$ cat config.mk
export PLATFORM = sky130hd
export DESIGN_NAME = quotient_result_fifo
export DESIGN_NICKNAME = d
export VERILOG_FILES = /design/src/rtl/quotient_result_fifo.sv
export SDC_FILE = /design/constraint.sdc
export NUM_CORES = 1
export LEC_CHECK = 0
export ABC_AREA = 1
export BUFFER_PORTS_ARGS = -buffer_cell sky130_fd_sc_hd__buf_2
export CAP_MARGIN = 0
export CORE_MARGIN = 5
export CORE_UTILIZATION = 53
export CTS_BUF_LIST = sky130_fd_sc_hd__clkbuf_4 sky130_fd_sc_hd__clkbuf_8 sky130_fd_sc_hd__clkbuf_16
export DETAILED_ROUTE_END_ITERATION = 10
export GPL_TIMING_DRIVEN = 0
export PLACE_DENSITY = 0.75
export SYNTH_ARGS = -nofsm -noshare
export SYNTH_HDL_FRONTEND = slang
export SYNTH_SLANG_ARGS = --single-unit
$ cat constraint.sdc
create_clock -name clk -period 3.72 [get_ports clk]
set_input_delay 0.744 -clock clk [delete_from_list [all_inputs] [get_ports clk]]
set_output_delay 0.744 -clock clk [all_outputs]
set_load 0.05 [all_outputs]
$ cat src/rtl/quotient_result_fifo.sv
// quotient_result_fifo: tagged FWFT buffer for divider quotients with registered valid/ready output
module quotient_result_fifo #(
  parameter int DATA_W = 16,
  parameter int DEPTH  = 4,
  parameter int TAG_W  = 8
) (
  input  logic                     clk,
  input  logic                     arst,
  input  logic                     flush,
  input  logic [DATA_W-1:0]        quotient_data,
  input  logic                     quotient_valid,
  output logic                     quotient_ready,
  output logic [DATA_W-1:0]        out_data,
  output logic [TAG_W-1:0]         out_tag,
  output logic                     out_valid,
  input  logic                     out_ready,
  output logic [$clog2(DEPTH):0]   level
);
  localparam int AW = $clog2(DEPTH);
  localparam int PW = AW + 1;
  logic [TAG_W+DATA_W-1:0] mem [DEPTH];
  logic [TAG_W+DATA_W-1:0] head_n;
  logic [PW-1:0] rd, wr, rd_n, wr_n, lvl_n;
  logic [TAG_W-1:0] tag_cnt;
  logic full, push, pop;
  assign full = (wr ^ rd) == {1'b1, {AW{1'b0}}};
  assign level = wr - rd;
  assign quotient_ready = !full && !flush && !arst;
  assign push = quotient_valid && quotient_ready;
  assign pop = out_valid && out_ready;
  // The next head bypasses the array when it is the entry being written this edge
  always_comb begin
    rd_n = rd + PW'(pop);
    wr_n = wr + PW'(push);
    lvl_n = wr_n - rd_n;
    head_n = (push && rd_n == wr) ? {tag_cnt, quotient_data} : mem[rd_n[AW-1:0]];
  end
  always_ff @(posedge clk)
    if (push) mem[wr[AW-1:0]] <= {tag_cnt, quotient_data};
  always_ff @(posedge clk) begin
    if (arst) begin
      rd <= '0;
      wr <= '0;
      tag_cnt <= '0;
      out_valid <= 1'b0;
      out_data <= '0;
      out_tag <= '0;
    end else if (flush) begin
      rd <= '0;
      wr <= '0;
      out_valid <= 1'b0;
    end else begin
      rd <= rd_n;
      wr <= wr_n;
      if (push) tag_cnt <= tag_cnt + 1'b1;
      out_valid <= lvl_n != '0;
      {out_tag, out_data} <= head_n;
    end
  end
endmodule

==> results of run 1 <==
==> logic make-up after synthesis <==
group	share of synthesized area, %
AO/OA/AOI/OAI	7.69
buffers and inverters	6.13
flip-flops	63.3
AND/OR/NAND/NOR	19.7
XOR/XNOR	0.907
adder cells (fa/ha/maj)	2.29
==> stage by stage <==
step	worst slack, ns	instance area (um^2)	power [mW]	utilization (%)	TNS (ns)
after global placement	-1.45	6210	1.93	57.5	-130.11
after CTS	0.844	7000	3.79	64.9	0
final	0.869	7000	3.78	64.9	0
after global routing	0.765	7000	3.89	64.9	0
after floorplan	0.182	5790	1.86	-	0
after detailed placement	0.567	6330	1.94	58.6	0
==> power groups by stage <==
| stage | logic (mW) | clock network (mW) | registers, mW |
|---|---|---|---|
| after global placement | 0.256 | 0 | 1.68 |
| after CTS | 0.266 | 1.88 | 1.65 |
| after global routing | 0.291 | 1.95 | 1.65 |
| after floorplan | 0.115 | 0 | 1.74 |
| final | 0.267 | 1.87 | 1.65 |
| after detailed placement | 0.264 | 0 | 1.68 |
==> path summary, 6_finish.rpt <==
kind	startpoint	to	slack [ns]	cells past startpoint
max reg2reg	wr[0]	mem[3][4]	0.91	9
min reg2reg	out_data[14]	out_data[14]	0.46	2
min	quotient_data[12]	mem[0][12]	0.44	1
max	wr[0]	level[2]	0.87	5
==> placed cells by master (no fill, tap or decap), types with 12 or more instances in the layout <==
| cell | synthesis | final |
|---|---|---|
| inv_1 | 50 | 50 |
| buf_2 | 3 | 51 |
| o22ai_1 | 20 | 20 |
| clkbuf_16 | 0 | 17 |
| nor2_1 | 97 | 97 |
| clkbuf_1 | 18 | 18 |
| nand2_1 | 101 | 101 |
| buf_6 | 3 | 12 |
| edfxtp_1 | 96 | 96 |
| nand3_1 | 31 | 31 |
| nand2_2 | 12 | 12 |
| dfxtp_1 | 39 | 39 |
| o21ai_0 | 50 | 50 |
==> cell type report <==
class / instances / area, um^2
inverters: 55 / 209
fillers: 802 / 3790
flip-flops and latches: 135 / 3660
clock buffers: 21 / 480
plain buffers: 27 / 146
clock inverters: 11 / 190
well taps: 140 / 175
repair buffers: 57 / 342
multi-input cells: 363 / 1790
==> Yosys cell counts <==
master    count  area [um^2]
nand2_1     101          379
nor2_1       97          364
edfxtp_1     96         2880
inv_1        50          188
o21ai_0      50          250
dfxtp_1      39          781
nand3_1      31          155
o22ai_1      20          125
clkbuf_1     18         67.6
nand2_2      12         75.1
a21oi_1      10         50.1
ha_1          9          113
nor3_1        8         40.0
inv_2         4         15.0
o21ai_1       4         20.0
buf_2         3         15.0
buf_6         3         33.8
nor3b_1       3         22.5
xnor2_1       3         26.3
xor2_1        3         26.3
buf_4         2         15.0
nand3_2       2         20.0
nor2_2        2         12.5
nor2_4        2         22.5
and3_1        1         6.26
buf_8         1         15.0
fa_1          1         20.0
inv_4         1         6.26
nand2_4       1         11.3
nand3b_1      1         7.51
nand4_1       1         6.26
nor2_8        1         20.0
==> registers in the layout, summed over array words and instances, names as in the netlist <==
register / flops
tag_cnt: 8
wr: 3
out_valid: 1
mem: 96
out_tag: 8
out_data: 16
rd: 3
==> per-layer routing <==
| layer | global-route usage, % | up-vias |
|---|---|---|
| li1 | - | 2093 |
| met1 | 25.6 | 2113 |
| met2 | 36.0 | 174 |
| met3 | 6.34 | 28 |
| met4 | 11.3 | 0 |
| met5 | 0 | - |
==> critical path: stages, from the launching register on <==
cell and delay (ns):
dfxtp_1 0.45, inv_2 0.10, ha_1 0.20, fa_1 0.38, xor2_1 0.16, buf_2 0.28
==> results.md, run 1 <==
* Achievable clock frequency at approximately 350 MHz
* Setup repair after global routing missed its margin: false
* Max-slew headroom at 34.0%
* Worst Clk Skew at between 0.009 and 0.01 ns
* Final setup vio count at 0
* Global-route total usage across every layer at 21.8%
* Final hold violation count at 0
* Syn Inst Count at 580
* Post-DP HPWL at 8960 um
* Global placer's final weighted congestion at around 0.79
* Effective utilization at floorplan at 53.7%
* Number of synthesized register bits at 135
* Run status: finished, final reports clean
* CTS sink cnt at ~140
* Worst vdd rail ir drop at 0.314 mV
* DR vias/cell at 5.45
* Largest buffer count on any clock path at 2
* Launching element type of the critical path: flop
* Max Used Layer: met4
* Transition at the pin with the smallest max-transition slack at 0.985 ns
* Net total in the final layout at between 600 and 700
* Clock-pin slew reported for the worst setup and hold paths after clock tree synthesis at 0.06 ns
* Count of antenna diodes in the layout at 0
* Path category of the worst min-delay check: input pin to flop
* Leak Pwr at 2.90 nW
* Detailed-routing wirelength on met1 at 5420 um
* TritonCTS Buffers at 17
* Initial detailed-routing violation count at 384
* Initial antenna violation count at 0
* Worst skew pair latency at around 0.53 ns
* Post-route ant nets at 0
* Ratio of final minimum period to clock period at 76.6%
* CP max FO at 5
* Standard cell core area at 10800 um^2
* Overflow after GRT at 0
* WL met2 at 6960 um
* Avg WL per Cell at 16.9 um
* Wire length of the first global-routing pass at 21700 um
* Total of cells resized after clock tree synthesis at 0
* Internal Dissipation at 2.95 mW
* Power Density at 540 nW/um^2
* Number of hold-repair buffers added at the cts stage at 0
* Die extent in x at 115 um
* Type of the worst setup path: flop to output pin
* Share of total power in sequential cells at 43.5%
* Port Buf Inserts at 48
* Pin count of the biggest net entering global routing at 17
* Vias at 4408
* Number of instances in the placed design at slightly below 800
* Synthesized area per cell at 9.99 um^2
* Number of pins with negative max-slew slack in the final report at 0
* TritonCTS clock tree: done
* Library cell used as clock root buffer: clkbuf_8
* Metal3 WL at roughly 950 um
* Cell area after synthesis at 5790 um^2
* CTS HTree Levels at 4
* Mapped Nets at 611
* Die Y at ~110 um
* Final routed DRC violation total at 0
* Total net switching power at 0.827 mW
* Endpoint type of the worst setup path: output pin
* Switching share of power at 21.9%
* Full die area at ~13000 um^2
* Number of cell rows at 38
* Sequential-to-total area share from yosys stat at 63.3%
* Max-Cap Viols at 0
* Worst Path Required at 2.98 ns
* Total iterations of the first detailed-routing run at 7
* Setup Fix Bufs, Post-CTS at 0
* Yosys warning total at 0
* Layout cells sized above 1 at 18.8%
* Arr. time, crit path at 2.11 ns
* Netlist cell types at 32
* Clock share of power at 49.4%
* Number of top-level design ports at 50
* Clock period minus worst slack at 2.85 ns
* Wirelength, routed at 13700 um
* Share of power burned in combinational logic at 7.1%
* Area grow syn2layout at 20.8%
* Final Hold Slack at 0.443 ns
* Layout Cells excl Fill at between 800 and 900
* Number of global-route vias before repair at 4497
Note: power is estimated with default switching activity, not from simulation.
==> inputs of run 2 (changes only) <==
- CORE_UTILIZATION: 53 -> 59
- PLACE_DENSITY: 0.75 -> 0.79
- clock period: 3.72 -> 2.8 ns (I/O delays scaled with it)
==> run 2 against run 1 <==
Against the previous run:
- design area down 1.3%
- sequential power grew 33%
- combinational power up 33%
- sequential cell count stayed put
- clock-buffer cell count rose by 3
- critical path type is now flop to flop
- largest cell class unchanged
- largest power group is now sequential cells
==> results.md, run 2 (synthesis gave the netlist of run 1 again) <==
* Launching element type of the critical path: flop (unchanged)
* Largest buffer count on any clock path at 2 (unchanged)
* Smallest setup slack after layout at 0.125 ns (was 0.869 ns)
* Initial antenna violation count at 0 (unchanged)
* Transition at the pin with the smallest max-transition slack at 0.794 ns (was 0.985 ns)
* Number of top-level design ports at 50 (unchanged)
* Wirelength, routed at 13600 um (was 13700 um)
* Port Buf Inserts at 48 (unchanged)
* TritonCTS clock tree: done (unchanged)
* Library cell used as clock root buffer: clkbuf_8 (unchanged)
* Clock-pin slew reported for the worst setup and hold paths after clock tree synthesis at 0.06 ns (about the same)
* Wire length of the first global-routing pass at 21900 um (was 21700 um)
* TritonCTS Buffers at 17 (unchanged)
* Utilization of the core after routing at 71.3% (was 64.9%)
* Worst Clk Skew at 0.00599 ns (was 0.00932 ns)
* Total iterations of the first detailed-routing run at 6 (was 7)
* Global-route total usage across every layer at 24.8% (was 21.8%)
* Power Density at 669 nW/um^2 (was 540 nW/um^2)
* Final Instance Area at 6910 um^2 (was 7000 um^2)
* Most frequent standard cell in the layout excluding fill and tap cells: nand2_1 (unchanged)
* Final hold violation count at 0 (unchanged)
* Vias at 4389 (was 4408)
* Total Neg Setup Slack at 0 ns (unchanged)
* Worst skew pair latency at 0.52 ns (was 0.53 ns)
* Overflow after GRT at 0 (unchanged)
* DR vias/cell at 5.47 (was 5.45)
* Max-slew headroom at 46.8% (was 34.0%)
* Ordered cell list for the critical path: inv_2, ha_1, nand2_1, inv_1, nand3_2, nand3_2, buf_4, nor3_4, buf_6, buf_6 (was inv_2, ha_1, fa_1, xor2_1, buf_2)
* Setup repair after global routing missed its margin: false (unchanged)
* CTS HTree Levels at 4 (unchanged)
* Leak Pwr at 2.85 nW (was 2.90 nW)
* R2r startpoint: wr[0] (unchanged)
* Achievable clock frequency at 374 MHz
* Final Hold Slack at 0.265 ns (was 0.443 ns)
* Dpl ws at -0.153 ns (was 0.567 ns)
* Path category of the worst min-delay check: input pin to flop (unchanged)
* Die extent in x at 109 um (was 115 um)
* Total power after layout at 4.62 mW (was 3.78 mW)
* Pin count of the biggest net entering global routing at 17 (unchanged)
* Total cell area at the placement stage at 6310 um^2 (was 6330 um^2)
* Slowest cell delay on critical path at 0.50 ns (was 0.45 ns)
* Final setup vio count at 0 (unchanged)
* Fillers at 655 (was 802)
* Initial detailed-routing violation count at 463 (was 384)
* Effective utilization at floorplan at 59.8% (was 53.7%)
* Standard cell core area at 9680 um^2 (was 10800 um^2)
* Full die area at 11900 um^2 (was 13100 um^2)
* Max-Cap Viols at 0 (unchanged)
* Number of global-route vias before repair at 4481 (was 4497)
* CTS sink cnt at 135 (unchanged)
* Final routed DRC violation total at 0 (unchanged)
* Count of antenna diodes in the layout at 0 (unchanged)
* Clock period minus worst slack at approximately 2.7 ns
* Worst vdd rail ir drop at 0.367 mV (was 0.314 mV)
* Ratio of final minimum period to clock period at 95.5%
* Number of cell rows at 36 (was 38)
* Run status: finished, final reports clean (unchanged)
* Commonest cells after routing, fill and taps aside: 101 x nand2_1, 97 x nor2_1, 96 x edfxtp_1 (unchanged)
* Number of instances in the placed design at 769 (was 777)
* Number of pins with negative max-slew slack in the final report at 0 (unchanged)
* Layout cells sized above 1 at 19.3% (was 18.8%)
* Net total in the final layout at 687 (unchanged)
* Type of the worst setup path: flop to flop (was flop to output pin)
* Post-DP HPWL at 8860 um (was 8960 um)
* Layout Cells excl Fill at 802 (was 809)
* Post-route ant nets at 0 (unchanged)
* Avg WL per Cell at 16.9 um (about the same)
* Number of hold-repair buffers added at the cts stage at 0 (unchanged)
* Global placer's final weighted congestion at 0.813 (was 0.788)
* Worst Path Required at 3.03 ns (was 2.98 ns)
* Reg-to-reg setup timing slack at 0.13 ns (was 0.91 ns)
* Die Y at 109 um (was 115 um)
* Arr. time, crit path at 2.91 ns (was 2.11 ns)
* CP max FO at 10 (was 5)
* Source of the worst hold timing path: quotient_data[0] (was quotient_data[12])
* Critical Path Start: wr[0] (unchanged)
* Area grow syn2layout at 19.2% (was 20.8%)
* Endpoint type of the worst setup path: flop (was output pin)
* Flip-flop count of the largest register after layout at 96 (unchanged)
* CP max-delay cell: nor3_4 (was dfxtp_1)
==> run 2: cell types whose count changed in the layout (fill, tap and decap cells not counted), sizes merged <==
cell      previous run  this run
clkbuf              39        42
inv                 56        55
clkinvlp             1         3
bufinv               5         1
==> run 2: layer usage <==
layer  wire length [um]  vias up  GRT usage (%)
li1                   -     2100              -
met1               5180     2096           28.3
met2               7140      165           44.1
met3                921       28           6.16
met4                353        0           10.5
met5                  0        -              0
==> run 2: layout make-up <==
class | count | area, um^2 | share of cell area (%)
Timing Repair Buffer | 57 | 342 | 4.95
Multi-Input combinational cell | 363 | 1810 | 26.2
Buffer | 27 | 146 | 2.12
Inverter | 55 | 209 | 3.03
Tap cell | 133 | 166 | 2.41
Clock inverter | 8 | 72.6 | 1.05
Clock buffer | 24 | 492 | 7.12
Sequential cell | 135 | 3670 | 53.1
==> run 2: final timing paths <==
check / to / depth (start not counted)
setup / recovery: mem[1][4] / 10
hold / removal: mem[0][0] / 1
setup reg to reg: mem[1][4] / 10
hold reg to reg: out_data[14] / 2
==> run 2: critical path: cells and delay by family, from the launching register on <==
kind                       cells  cell delay (ns)
and+or+nand+nor                4             0.83
buffers and inverters          5             0.81
adders and majority gates      1             0.31
DFF                            1             0.42
==> run 2: where the power goes <==
group / internal, mW / switching [mW]
combinational: 0.0959 / 0.259
sequential: 2.17 / 0.0175
clock: 1.29 / 0.786
total: 3.56 / 1.06
==> run 2: what timing repair did <==
action	CTS	global route
setup endpoints to repair	27	47
gates resized for setup	3	2
pin swaps	0	1
hold endpoints to repair	0	0
setup buffers	0	1
